===== config.mk =====
export PLATFORM = sky130hd
export DESIGN_NAME = wm_led_panel
export DESIGN_NICKNAME = d
export VERILOG_FILES = /design/src/rtl/wm_led_pkg.sv /design/src/rtl/wm_led_panel_step_timer.sv /design/src/rtl/wm_led_panel.sv
export SDC_FILE = /design/constraint.sdc
export NUM_CORES = 1
export LEC_CHECK = 0
export ABC_AREA = 0
export CAP_MARGIN = 5
export CORE_MARGIN = 1.5
export CORE_UTILIZATION = 54
export DETAILED_ROUTE_END_ITERATION = 8
export PLACE_DENSITY = 0.75
export SKIP_CTS_REPAIR_TIMING = 1
export SLEW_MARGIN = 40
export SYNTH_ARGS = -nofsm -noshare
export SYNTH_HDL_FRONTEND = slang
export SYNTH_HIERARCHICAL = 1
export SYNTH_SLANG_ARGS = --single-unit

===== constraint.sdc =====
create_clock -name clk -period 3.1 [get_ports clk]
set_clock_uncertainty 0.05 [all_clocks]
set_input_delay 0.465 -clock clk [delete_from_list [all_inputs] [get_ports clk]]
set_output_delay 0.465 -clock clk [all_outputs]
set_load 0.005 [all_outputs]

===== src/rtl/wm_led_pkg.sv =====
// Shared types and default timing for the washing-machine LED panel sequencer.
// Red LED vectors are packed {wash, rinse, dry, repeat, water_height, hot_cold}.
package wm_led_pkg;

  typedef enum logic [2:0] {S_WATER, S_TEMP, S_WASH, S_RINSE, S_DRY, S_DONE} state_e;
  typedef enum logic [1:0] {HIGH, MID, LOW} water_e;
  typedef enum logic [1:0] {HOT_ONLY, COLD_ONLY, HOT_COLD} temp_e;

  localparam int unsigned DEF_STEP_CYCLES = 125_000_000;
  localparam int unsigned DEF_WASH_STEPS  = 3;
  localparam int unsigned DEF_RINSE_STEPS = 2;
  localparam int unsigned DEF_RINSE_COUNT = 2;
  localparam int unsigned DEF_DRY_STEPS   = 2;

  localparam int unsigned RED_WASH   = 5;
  localparam int unsigned RED_RINSE  = 4;
  localparam int unsigned RED_DRY    = 3;
  localparam int unsigned RED_REPEAT = 2;
  localparam int unsigned RED_WATER  = 1;
  localparam int unsigned RED_TEMP   = 0;

  // Green LED patterns: water {high, mid, low}, temperature {hot, cold, hot+cold}.
  function automatic logic [2:0] water_leds(input water_e w);
    case (w)
      HIGH:    return 3'b100;
      MID:     return 3'b010;
      LOW:     return 3'b001;
      default: return 3'b000;
    endcase
  endfunction

  function automatic logic [2:0] temp_leds(input temp_e t);
    case (t)
      HOT_ONLY:  return 3'b100;
      COLD_ONLY: return 3'b010;
      HOT_COLD:  return 3'b001;
      default:   return 3'b000;
    endcase
  endfunction

endpackage


===== src/rtl/wm_led_panel_step_timer.sv =====
// Step prescaler: counts 0..STEP_CYCLES-1 and pulses o_tick on the terminal count.
module wm_step_timer #(
  parameter int unsigned STEP_CYCLES = 10,
  localparam int unsigned TW = (STEP_CYCLES > 1) ? $clog2(STEP_CYCLES) : 1
) (
  input  logic          i_clk,
  input  logic          i_rst_n,
  output logic          o_tick,
  output logic [TW-1:0] o_timer
);

  localparam logic [TW-1:0] LAST = TW'(STEP_CYCLES - 1);

  logic [TW-1:0] r_timer;
  logic          w_last;

  assign w_last = (r_timer == LAST);

  always_ff @(posedge i_clk or negedge i_rst_n) begin
    if (!i_rst_n)    r_timer <= '0;
    else if (w_last) r_timer <= '0;
    else             r_timer <= r_timer + 1'b1;
  end

  assign o_tick  = w_last;
  assign o_timer = r_timer;

endmodule


===== src/rtl/wm_led_panel.sv =====
// Autonomous LED-panel program sequencer; all LEDs registered one cycle after the state.
// Optional macro WM_LED_BLINK_EN blinks the active-stage red LED in the first half of each step.
module wm_led_panel
  import wm_led_pkg::*;
#(
  parameter int unsigned STEP_CYCLES = DEF_STEP_CYCLES,
  parameter int unsigned WASH_STEPS  = DEF_WASH_STEPS,
  parameter int unsigned RINSE_STEPS = DEF_RINSE_STEPS,
  parameter int unsigned RINSE_COUNT = DEF_RINSE_COUNT,
  parameter int unsigned DRY_STEPS   = DEF_DRY_STEPS
) (
  input  logic clk,
  input  logic rstn,
  output logic red_led_wash,
  output logic red_led_rinse,
  output logic red_led_dry,
  output logic red_led_repeat,
  output logic red_led_water_height,
  output logic red_led_hot_cold,
  output logic green_led_water_high,
  output logic green_led_water_mid,
  output logic green_led_water_low,
  output logic green_led_hot_only,
  output logic green_led_cold_only,
  output logic green_led_hot_cold
);

`ifdef WM_LED_BLINK_EN
  localparam bit BLINK_EN = 1'b1;
`else
  localparam bit BLINK_EN = 1'b0;
`endif

  localparam int unsigned TW = (STEP_CYCLES > 1) ? $clog2(STEP_CYCLES) : 1;
  localparam logic [TW-1:0] HALF = TW'(STEP_CYCLES / 2);
  // Step/pass counters are 8 bits; stage lengths are small board constants.
  localparam logic [7:0] WASH_LAST  = 8'(WASH_STEPS - 1);
  localparam logic [7:0] RINSE_LAST = 8'(RINSE_STEPS - 1);
  localparam logic [7:0] DRY_LAST   = 8'(DRY_STEPS - 1);
  localparam logic [7:0] PASS_LAST  = 8'(RINSE_COUNT);

  logic          w_tick;
  logic [TW-1:0] w_timer;

  state_e     r_state, w_state_nx;
  logic [7:0] r_step,  w_step_nx;
  logic [7:0] r_pass,  w_pass_nx;
  water_e     r_water, w_water_nx;
  temp_e      r_temp,  w_temp_nx;

  logic [5:0] w_red, w_green;
  logic [5:0] r_red, r_green;

  wm_step_timer #(.STEP_CYCLES(STEP_CYCLES)) u_timer (
    .i_clk   (clk),
    .i_rst_n (rstn),
    .o_tick  (w_tick),
    .o_timer (w_timer)
  );

  always_ff @(posedge clk or negedge rstn) begin
    if (!rstn) begin
      r_state <= S_WATER;
      r_step  <= '0;
      r_pass  <= 8'd1;
      r_water <= HIGH;
      r_temp  <= HOT_ONLY;
    end else begin
      r_state <= w_state_nx;
      r_step  <= w_step_nx;
      r_pass  <= w_pass_nx;
      r_water <= w_water_nx;
      r_temp  <= w_temp_nx;
    end
  end

  always_comb begin
    w_state_nx = r_state;
    w_step_nx  = r_step;
    w_pass_nx  = r_pass;
    w_water_nx = r_water;
    w_temp_nx  = r_temp;
    if (w_tick) begin
      case (r_state)
        S_WATER: w_state_nx = S_TEMP;
        S_TEMP: begin
          w_state_nx = S_WASH;
          w_step_nx  = '0;
        end
        S_WASH: begin
          if (r_step == WASH_LAST) begin
            w_state_nx = S_RINSE;
            w_step_nx  = '0;
            w_pass_nx  = 8'd1;
          end else w_step_nx = r_step + 8'd1;
        end
        S_RINSE: begin
          // A pass ends every RINSE_STEPS ticks; the last pass leaves the stage.
          if (r_step == RINSE_LAST) begin
            w_step_nx = '0;
            if (r_pass == PASS_LAST) begin
              w_state_nx = S_DRY;
              w_pass_nx  = 8'd1;
            end else w_pass_nx = r_pass + 8'd1;
          end else w_step_nx = r_step + 8'd1;
        end
        S_DRY: begin
          if (r_step == DRY_LAST) begin
            w_state_nx = S_DONE;
            w_step_nx  = '0;
          end else w_step_nx = r_step + 8'd1;
        end
        S_DONE: begin
          w_state_nx = S_WATER;
          w_step_nx  = '0;
          case (r_water)
            HIGH:    w_water_nx = MID;
            MID:     w_water_nx = LOW;
            default: begin
              w_water_nx = HIGH;
              case (r_temp)
                HOT_ONLY:  w_temp_nx = COLD_ONLY;
                COLD_ONLY: w_temp_nx = HOT_COLD;
                default:   w_temp_nx = HOT_ONLY;
              endcase
            end
          endcase
        end
        default: w_state_nx = S_WATER;
      endcase
    end
  end

  always_comb begin
    w_red   = '0;
    w_green = '0;
    case (r_state)
      S_WATER: begin
        w_red[RED_WATER] = 1'b1;
        w_green          = {water_leds(r_water), 3'b000};
      end
      S_TEMP: begin
        w_red[RED_TEMP] = 1'b1;
        w_green         = {water_leds(r_water), temp_leds(r_temp)};
      end
      S_WASH: begin
        w_red[RED_WASH] = 1'b1;
        w_green         = {water_leds(r_water), temp_leds(r_temp)};
      end
      S_RINSE: begin
        w_red[RED_RINSE]  = 1'b1;
        w_red[RED_REPEAT] = (r_pass >= 8'd2);
        w_green           = {water_leds(r_water), temp_leds(r_temp)};
      end
      S_DRY: begin
        w_red[RED_DRY] = 1'b1;
        w_green        = {water_leds(r_water), temp_leds(r_temp)};
      end
      default: ;
    endcase
    // Blinking darkens only the stage LED; repeat and greens stay steady.
    if (BLINK_EN && (w_timer >= HALF)) w_red = w_red & (6'b1 << RED_REPEAT);
  end

  always_ff @(posedge clk or negedge rstn) begin
    if (!rstn) begin
      r_red   <= '0;
      r_green <= '0;
    end else begin
      r_red   <= w_red;
      r_green <= w_green;
    end
  end

  assign {red_led_wash, red_led_rinse, red_led_dry, red_led_repeat,
          red_led_water_height, red_led_hot_cold} = r_red;
  assign {green_led_water_high, green_led_water_mid, green_led_water_low,
          green_led_hot_only, green_led_cold_only, green_led_hot_cold} = r_green;

endmodule


==> results.md, run 1 <==
- Leakage: 1.50 nW
- Final worst slack: 139 ps
- Vias in the first global route: 2522
- Outcome: complete, no violations
- Global placement routability congestion: 0.842
- Largest net degree at the start of global routing: 34
- Grt total ovfl: 0
- Mapped Area: 3170 um2
- Hold_ws: 14.4 ps
- Top-level port count: 14
- Final ANT Viol Nets: 0
- Final Cell Area: 3600 um2
- CTS max path bufs: 2
- Die width: 79.6 um
- Yosys top cell area share: 48.1%
- RSZ-0062 raised after global routing: false
- Synth area leader: dfrtp_1
- Max layer used: met4
- Fin cells: 429
- Clock Sinks: 62
- Tot GR Track Use: 23.4%
- Final Max Slew Viols: 0
- Critical Path AT: 3180 ps
- VDD IR-drop max: 0.308 mV
- First-pass GRT wire length: 11400 um
- CTS Root Cell: clkbuf_8
- Synth Area per Inst: 9.58 um2
- CP required: 3320 ps
- Skew-Pair Late Insertion Delay: 340 ps
- Via count: 2556
- Core outline area: 5570 um2
- Initial antenna violation count: 0
- Die Area: 6340 um2
- Final hold vios: 0
- DP HPWL: 4670 um
- Clock slew at reported path FFs: 70 ps
- H-tree levels: 3
- Met2 WL: 3230 um
- Layout cells sized above 1: 12.9%
- Top FF cell, synth: dfrtp_1
- Initial core utilization: 56.9%
- Nets@finish: 360
- Count leader, synth: dfrtp_1
- DRT Pass-1 Iters: 5
- WL final: 6600 um
- Crit path time final: 2960 ps
- CP Capture Type: flip-flop
- Power Dens Cells: 408 nW/um2
- IO buf count: 13
- Async SR Flop Fraction: 100%
- Count of different cell masters after synthesis: 53
- Synth warn: 6
- DR vias/cell: 5.96
- Routed length per placed instance: 15.4 um
- Met3 wire len: 365 um
- Rows: 27
- HP Class: input pin to asynchronous set/reset pin
- Net Count, Synth: 339
- Height of the die: 79.6 um
- CTS Buf Count: 9
- Worst Setup Path Type: flip-flop to flip-flop
- Max-Cap Viols: 0
- Met1 wire length: 2940 um
- Dominant cells by area after synthesis: dfrtp_1 (48%), nand2_1 (4.1%), nand3_1 (3.5%), nor2_1 (3.1%), o31ai_1 (2.6%)
- Synth-to-Final Area Change: 13.6%
- Drc violations: 0
- Initial DRC Count: 234
- Crit path max fanout: 6
- Synth cell count leaders: dfrtp_1 (61), nand2_1 (35), nor2_1 (26)
- Register area share after synthesis: 49.0%
- Slew margin rel.: 42.5%
- # fillers: 460
- Startpoint types: flip-flop
- Post-Syn Instances: 331
- Period Utilization, post-route: 95.5%
- Dpl ws: 166 ps
- EDFF count, synth: 0
- Placed instance area: 3410 um2
- Final setup fails: 0
- Placed insts: 413
- Final setup TNS: 0 ps
- Antenna cell count: 0
- CTS tree: built
- Synth Register Bits: 62
- Tightest Pin Transition: 856 ps
- Peak Freq: 338 MHz
==> cell usage in the layout, fill, tap and decap left out, types with 5 or more instances in the layout <==
| cell type | Yosys | layout |
|---|---|---|
| clkbuf_8 | 0 | 12 |
| nor2_1 | 26 | 26 |
| nor3_1 | 14 | 13 |
| or2_2 | 6 | 6 |
| o21ai_0 | 14 | 14 |
| or3_1 | 5 | 5 |
| dfrtp_1 | 61 | 61 |
| xnor2_1 | 9 | 9 |
| xor2_1 | 9 | 9 |
| a21oi_1 | 8 | 8 |
| or4_1 | 9 | 9 |
| nand3_1 | 22 | 22 |
| nor4_1 | 5 | 5 |
| nor3b_1 | 5 | 5 |
| clkdlybuf4s50_1 | 0 | 12 |
| inv_1 | 10 | 10 |
| ha_1 | 6 | 5 |
| nand2_1 | 35 | 35 |
| buf_4 | 0 | 10 |
| o31ai_1 | 11 | 11 |
| nand4_1 | 7 | 7 |
==> worst paths after layout <==
path                               startpoint                  end  slack, ps  cells after the start
hold reg to reg            u_timer/o_timer[0]   u_timer/o_timer[0]        460                      1
setup reg to reg           u_timer/o_timer[0]            r_pass[5]        140                      9
min in group clk           u_timer/o_timer[0]   u_timer/o_timer[0]        460                      1
hold / removal                           rstn  u_timer/o_timer[16]         10                      1
setup / recovery           u_timer/o_timer[0]            r_pass[5]        140                      9
max in group asynchronous                rstn            r_pass[0]       2330                      2
==> cells by family after synthesis <==
| group | share of synthesized area (%) |
|---|---|
| buffers and inverters | 2.76 |
| and+or+nand+nor | 27.7 |
| adders and majority gates | 2.37 |
| AOI/OAI and AO/OA | 11.6 |
| xor gates and xnor gates | 4.97 |
| muxes | 1.66 |
| DFF | 49.0 |
==> registers in the layout (all words and copies together), names as in the netlist <==
name and count:
r_state 3, r_pass 8, r_temp 2, r_water 2
r_step 8, r_green 6, r_red 6, u_timer/o_timer 27
==> worst max-delay path, stage by stage, from the launching register on <==
cell and delay, ps:
dfrtp_1 410, ha_2 240, nand2_1 110, or3_2 540, nor3_2 200, nand3b_1 130, or4_1 490, or2_4 290
or3_1 310, o21ai_1 110
==> layer usage <==
layer	up-vias	track usage, %
met3	9	6.97
met2	74	37.3
met4	0	8.25
met5	-	0
li1	1237	-
met1	1236	30.2
==> stage by stage <==
| stage | utilization, % | total power, mW |
|---|---|---|
| floorplan | - | 0.824 |
| global placement | 61.1 | 0.843 |
| detailed placement | 61.1 | 0.844 |
| CTS | 64.4 | 1.49 |
| global route | 64.6 | 1.53 |
| finish | 64.6 | 1.47 |
==> where the power goes <==
group	switching (mW)	internal, mW	total [mW]
sequential	0	0.809	0.809
clock	0.287	0.355	0.643
combinational	0.0159	0.00249	0.0184
total	0.303	1.17	1.47
==> final cells by class <==
| class | count | area (um2) | share of cell area (%) |
|---|---|---|---|
| clock buffers | 15 | 176 | 4.90 |
| well taps | 72 | 90.1 | 2.50 |
| multi-input cells | 247 | 1540 | 42.9 |
| flip-flops and latches | 62 | 1550 | 43.1 |
| inverters | 10 | 37.5 | 1.04 |
| clock inverters | 1 | 5.00 | 0.139 |
| repair buffers | 22 | 195 | 5.42 |
Power figures use the tool's default switching activity.
==> inputs of run 2 (changes only) <==
--- a/config.mk
+++ b/config.mk
@@ -9,10 +9,11 @@
 export CAP_MARGIN = 5
 export CORE_MARGIN = 1.5
 export CORE_UTILIZATION = 54
+export CTS_CLUSTER_SIZE = 8
 export DETAILED_ROUTE_END_ITERATION = 8
 export PLACE_DENSITY = 0.75
 export SKIP_CTS_REPAIR_TIMING = 1
-export SLEW_MARGIN = 40
+export SLEW_MARGIN = 15
 export SYNTH_ARGS = -nofsm -noshare
 export SYNTH_HDL_FRONTEND = slang
 export SYNTH_HIERARCHICAL = 1
==> results.md, run 2 (synthesized netlist as in run 1, its figures left out) <==
- Rows: 27 (unchanged)
- Nets@finish: 360 (unchanged)
- Outcome: complete, no violations (unchanged)
- IO buf count: 13 (unchanged)
- Final Max Slew Viols: 0 (unchanged)
- Max-Cap Viols: 0 (unchanged)
- Slew margin rel.: 42.5% (unchanged)
- H-tree levels: 3 (unchanged)
- Peak Freq: 338 MHz (about the same)
- Leakage: 1.50 nW (about the same)
- # fillers: 461 (was 460)
- Total power: 1.47 mW (about the same)
- Hold_ws: 146 ps (was 14.4 ps)
- Crit path max fanout: 6 (unchanged)
- Skew-Pair Late Insertion Delay: 340 ps (about the same)
- Final setup TNS: 0 ps (unchanged)
- CTS max path bufs: 2 (unchanged)
- Power Dens Cells: 409 nW/um2 (was 408 nW/um2)
- DRT Pass-1 Iters: 5 (unchanged)
- Buf+Inv Stages, Crit Path: 0 (unchanged)
- First-pass GRT wire length: 11400 um (unchanged)
- Clock slew at reported path FFs: 70 ps (about the same)
- Multi-input logic area: 1540 um2 (unchanged)
- Final core occ: 64.6% (about the same)
- Drc violations: 0 (unchanged)
- HP Class: input pin to asynchronous set/reset pin (unchanged)
- RSZ-0062 raised after global routing: false (unchanged)
- Final hold vios: 0 (unchanged)
- CP delay by family, top: simple AND/OR/NAND/NOR gates (unchanged)
- CTS Buf Count: 9 (unchanged)
- CP Capture Type: flip-flop (unchanged)
- Initial core utilization: 56.9% (unchanged)
- Tot GR Track Use: 23.4% (unchanged)
- Reg2reg start: u_timer/o_timer[0] (unchanged)
- Tightest Pin Transition: 856 ps (unchanged)
- CP required: 3320 ps (about the same)
- WL final: 6600 um (about the same)
- Slowest CP cell: or3_2 (unchanged)
- Placed instance area: 3410 um2 (unchanged)
- Worst Setup Path Type: flip-flop to flip-flop (unchanged)
- Final Cell Area: 3600 um2 (about the same)
- Most frequent cells in the layout: dfrtp_1 (61), nand2_1 (35), nor2_1 (26) (unchanged)
- DP HPWL: 4670 um (unchanged)
- Period Utilization, post-route: 95.5% (about the same)
- VDD IR-drop max: 0.308 mV (about the same)
- Die Area: 6340 um2 (unchanged)
- Critical path origin: u_timer/o_timer[0] (unchanged)
- R2r setup slk: 140 ps (about the same)
- Register area: 1550 um2 (unchanged)
- Slowest stage delay, CP: 540 ps (about the same)
- Initial antenna violation count: 0 (unchanged)
- Antenna cell count: 0 (unchanged)
- Via count: 2555 (was 2556)
- CTS Root Cell: clkbuf_8 (unchanged)
- Clock Sinks: 62 (unchanged)
- Die width: 79.6 um (unchanged)
- Routed length per placed instance: 15.4 um (about the same)
- Global placement routability congestion: 0.842 (unchanged)
- CTS tree: built (unchanged)
- Final ANT Viol Nets: 0 (unchanged)
- DR vias/cell: 5.96 (about the same)
- Startpoint types: flip-flop (unchanged)
- Height of the die: 79.6 um (unchanged)
- Core outline area: 5570 um2 (unchanged)
- Largest net degree at the start of global routing: 34 (unchanged)
- Setup crit end: r_pass[5] (unchanged)
- Top-level port count: 14 (unchanged)
- FF-to-FF path depth: 9 (unchanged)
- Critical path depth in cells: 9 (unchanged)
- Critical Path AT: 3180 ps (about the same)
- Grt total ovfl: 0 (unchanged)
- Critical-path cell list: ha_2 -> nand2_1 -> or3_2 -> nor3_2 -> nand3b_1 -> or4_1 -> or2_4 -> or3_1 -> o21ai_1 (unchanged)
- Initial DRC Count: 234 (unchanged)
- Crit path time final: 2960 ps (about the same)
- Vias in the first global route: 2522 (unchanged)
- Synth-to-Final Area Change: 13.5% (was 13.6%)
- Max reg flops: 27 (unchanged)
- Critical R2R Capture: r_pass[5] (unchanged)
- Commonest non-fill, non-tap cell in the layout: dfrtp_1 (unchanged)
- Layout cells sized above 1: 12.9% (unchanged)
- Final setup fails: 0 (unchanged)
-- run 2: layout make-up --
class	count	share of cell area (%)
clock inverter	1	0.139
clock buffer	15	4.90
multi-input combinational	247	42.9
timing repair buffer	22	5.35
tap	72	2.50
inverter	10	1.04
sequential	62	43.2
-- run 2: worst min-delay path by stage --
stage	startpoint	endpoint	slack [ps]	cells after the start
global placement	r_temp[0]	r_green[2]	430	1
floorplan	rstn	r_green[0]	120	0
CTS	rstn	u_timer/o_timer[9]	160	1
detailed placement	r_temp[0]	r_green[2]	450	1
finish	rstn	u_timer/o_timer[16]	150	1
global route	rstn	r_green[1]	200	1
-- run 2: metrics by stage --
stage | setup slack, ps | instances
after floorplan | 137 | 331
after global placement | 237 | 413
after detailed placement | 166 | 413
after CTS | 130 | 429
after global routing | 20.7 | 429
final | 139 | 429
-- run 2: per-layer routing --
layer / up-vias / global-route usage [%] / part of all wire, % / wire, um
li1: 1237 / - / - / -
met1: 1235 / 30.2 / 45 / 2940
met2: 74 / 37.3 / 49 / 3230
met3: 9 / 6.97 / 5.5 / 365
met4: 0 / 8.25 / 1.1 / 70
met5: - / 0 / 0 / 0
-- run 2: where the power goes --
group / leakage (nW) / total [mW] / switching [mW] / internal, mW
registers: 0.838 / 0.809 / 0 / 0.809
clock network: 0.0937 / 0.643 / 0.287 / 0.355
logic: 0.566 / 0.0180 / 0.0159 / 0.00210
total: 1.50 / 1.47 / 0.303 / 1.17
==> inputs of run 3 (changes only) <==
--- a/config.mk
+++ b/config.mk
@@ -11,10 +11,10 @@
 export CORE_UTILIZATION = 54
 export CTS_CLUSTER_SIZE = 8
 export DETAILED_ROUTE_END_ITERATION = 8
+export GPL_TIMING_DRIVEN = 0
 export PLACE_DENSITY = 0.75
 export SKIP_CTS_REPAIR_TIMING = 1
 export SLEW_MARGIN = 15
 export SYNTH_ARGS = -nofsm -noshare
 export SYNTH_HDL_FRONTEND = slang
-export SYNTH_HIERARCHICAL = 1
 export SYNTH_SLANG_ARGS = --single-unit
==> constraint.sdc (replaced) <==
create_clock -name clk -period 3.1 [get_ports clk]
set_clock_uncertainty 0.05 [all_clocks]
set_input_delay 0.465 -clock clk [delete_from_list [all_inputs] [get_ports clk]]
set_output_delay 0.465 -clock clk [all_outputs]
set_load 0.02 [all_outputs]
==> results.md, run 3 <==
- Outcome: complete, no violations (unchanged)
- Mapped Area: 3030 um2 (was 3170 um2)
- CTS max path bufs: 2 (unchanged)
- Tot GR Track Use: 20.9% (was 23.4%)
- CTS tree: built (unchanged)
- IO buf count: 13 (unchanged)
- Startpoint types: flip-flop (unchanged)
- Power Dens Cells: 445 nW/um2 (was 409 nW/um2)
- Top FF cell, synth: dfrtp_1 (unchanged)
- Drc violations: 0 (unchanged)
- Clock share of power: 46.3% (was 43.7%)
- Top-level port count: 14 (unchanged)
- P_int: 1.18 mW (was 1.17 mW)
- Dominant cells by area after synthesis: dfrtp_1 (50%), xor2_1 (4.0%), nor2_1 (3.8%), nand3_1 (3.3%), o21ai_0 (3.3%) (was dfrtp_1 (48%), nand2_1 (4.1%), nand3_1 (3.5%), nor2_1 (3.1%), o31ai_1 (2.6%))
- Grt total ovfl: 0 (unchanged)
- Multi-input logic area: 1430 um2 (was 1540 um2)
- Final hold vios: 0 (unchanged)
- Crit path max fanout: 8 (was 6)
- Max reg flops: 27 (unchanged)
- WL final: 5690 um (was 6600 um)
- Synth area leader: dfrtp_1 (unchanged)
- R2r setup slk: 190 ps (was 140 ps)
- DRT Pass-1 Iters: 4 (was 5)
- Net Count, Synth: 307 (was 339)
- Synth Register Bits: 62 (unchanged)
- HP Class: input pin to asynchronous set/reset pin (unchanged)
- Sequential group share of total power: 52.7% (was 55.1%)
- Antenna cell count: 0 (unchanged)
- Peak Freq: 344 MHz (was 338 MHz)
- Most frequent cells in the layout: dfrtp_1 (61), nor2_1 (31), nand3_1 (20), o21ai_0 (20), nand2_1 (18) (was dfrtp_1 (61), nand2_1 (35), nor2_1 (26))
- Fin cells: 400 (was 429)
- Register area share after synthesis: 51.3% (was 49.0%)
- H-tree levels: 3 (unchanged)
- VDD IR-drop max: 0.236 mV (was 0.308 mV)
- Skew-Pair Late Insertion Delay: 340 ps (about the same)
- Initial DRC Count: 114 (was 234)
- Comb pwr share: 1.0% (was 1.2%)
- First-pass GRT wire length: 9780 um (was 11400 um)
- CTS Buf Count: 9 (unchanged)
- Routed length per placed instance: 14.2 um (was 15.4 um)
- Tightest Pin Transition: 997 ps (was 856 ps)
- Final Max Slew Viols: 0 (unchanged)
- Reg2reg start: r_step[4] (was u_timer/o_timer[0])
- Final setup TNS: 0 ps (unchanged)
- Final ANT Viol Nets: 0 (unchanged)
- Dpl ws: 212 ps (was 166 ps)
- Sw Ratio: 23.0% (was 20.6%)
- Die width: 77.9 um (was 79.6 um)
- Async SR Flop Fraction: 100% (unchanged)
- Global placement routability congestion: 0.759 (was 0.842)
- Clock Sinks: 62 (unchanged)
- Slew margin rel.: 33.0% (was 42.5%)
- Rows: 27 (unchanged)
- Synth Area per Inst: 10.1 um2 (was 9.58 um2)
- Layout cells sized above 1: 9.15% (was 12.9%)
- Hold_ws: 130 ps (was 146 ps)
- Leakage: 1.52 nW (was 1.50 nW)
- # fillers: 430 (was 461)
- Placed insts: 384 (was 413)
- CP required: 3260 ps (was 3320 ps)
- Clock slew at reported path FFs: 70 ps (about the same)
- FF-to-FF path depth: 5 (was 9)
- Via count: 2303 (was 2555)
- Die Area: 6070 um2 (was 6340 um2)
- Height of the die: 77.9 um (was 79.6 um)
- CP Capture Type: flip-flop (unchanged)
- Synth-to-Final Area Change: 13.9% (was 13.5%)
- Period Utilization, post-route: 93.8% (was 95.5%)
- DR vias/cell: 5.76 (was 5.96)
- Register area: 1550 um2 (unchanged)
- Core outline area: 5470 um2 (was 5570 um2)
- Critical path origin: r_step[4] (was u_timer/o_timer[0])
- Largest net degree at the start of global routing: 63 (was 34)
- Count of different cell masters after synthesis: 45 (was 53)
- Final worst slack: 193 ps (was 139 ps)
- Final setup fails: 0 (unchanged)
- Max-Cap Viols: 0 (unchanged)
- DP HPWL: 3700 um (was 4670 um)
- Nets@finish: 331 (was 360)
- Crit path time final: 2910 ps (was 2960 ps)
- Yosys top cell area share: 50.4% (was 48.1%)
- EDFF count, synth: 0 (unchanged)
- Setup crit end: r_step[6] (was r_pass[5])
- Vias in the first global route: 2169 (was 2522)
- Critical Path AT: 3070 ps (was 3180 ps)
- Synth cell count leaders: dfrtp_1 (61), nor2_1 (31), nand3_1 (20), o21ai_0 (20), nand2_1 (18) (was dfrtp_1 (61), nand2_1 (35), nor2_1 (26))
- Critical R2R Capture: r_step[6] (was r_pass[5])
- Count leader, synth: dfrtp_1 (unchanged)
- CTS Root Cell: clkbuf_8 (unchanged)
- Commonest non-fill, non-tap cell in the layout: dfrtp_1 (unchanged)
- Initial antenna violation count: 0 (unchanged)
- Initial core utilization: 55.3% (was 56.9%)
- Post-Syn Instances: 299 (was 331)
- Worst Setup Path Type: flip-flop to flip-flop (unchanged)
- RSZ-0062 raised after global routing: false (unchanged)
- Total power: 1.53 mW (was 1.47 mW)
- P_sw: 0.353 mW (was 0.303 mW)
- Synth warn: 0 (was 6)
==> run 3: cell count changes in the layout (fill, tap and decap cells not counted), sizes merged, moves of 5 or more <==
cell	previous run	this run
buf	10	3
a22o	0	5
and3	5	10
a21oi	9	3
nor2b	4	14
o21ai	15	20
or3	8	2
nand2	35	18
xor2	9	14
nor2	26	31
o31ai	11	6
or4	10	5
==> run 3: cell families after synthesis <==
kind of cell	count (synthesis)	share of synthesized area (%)
AOI/OAI and AO/OA	45	10.0
muxes	6	2.15
adders and majority gates	6	2.48
DFF	62	51.3
and+or+nand+nor	145	26.0
xor gates and xnor gates	22	6.36
buffers and inverters	13	1.69
==> run 3: how the worst min path moves through the flow <==
stage | start | endpoint | slack [ps]
global placement | u_timer.o_timer[0] | u_timer.o_timer[0] | 400
finish | rstn | r_pass[5] | 130
CTS | rstn | r_pass[5] | 160
detailed placement | u_timer.o_timer[0] | u_timer.o_timer[0] | 410
global route | rstn | r_pass[5] | 210
floorplan | rstn | r_green[0] | 120
==> run 3: power by group through the flow <==
stage                     clock network (mW)   logic [mW]  registers (mW)
after floorplan                            0  0.000000535           0.824
after CTS                              0.724       0.0169           0.808
after global placement                     0       0.0173           0.824
final                                  0.710       0.0155           0.808
after detailed placement                   0       0.0170           0.824
after global routing                   0.755       0.0193           0.808
==> run 3: critical path, stage by stage (launching register included) <==
cell	delay (ps)
dfrtp_1	410
or4_1	590
or3_1	370
a2111oi_2	740
nor2_1	260
a221o_1	360
==> run 3: metal layers <==
| metal | up-vias | global-route usage [%] | share of wire [%] |
|---|---|---|---|
| met3 | 11 | 4.00 | 3.6 |
| met4 | 0 | 11.6 | 1.7 |
| met2 | 42 | 32.7 | 46 |
| met1 | 1133 | 27.2 | 48 |
| met5 | - | 0 | 0 |
| li1 | 1117 | - | - |
==> run 3: stage by stage <==
stage	instance area [um2]	utilization [%]
floorplan	3030	-
global placement	3250	59.4
detailed placement	3250	59.4
CTS	3450	63.0
global route	3450	63.0
finish	3450	63.0
==> run 3: layout make-up <==
cell class                 instances  area share, %
timing repair buffer              13           3.70
clock inverter                     7           2.10
clock buffer                       9           3.59
tap                               72           2.61
buffer                             7          0.834
multi-input combinational        224           41.5
sequential                        62           45.0
inverter                           6          0.653
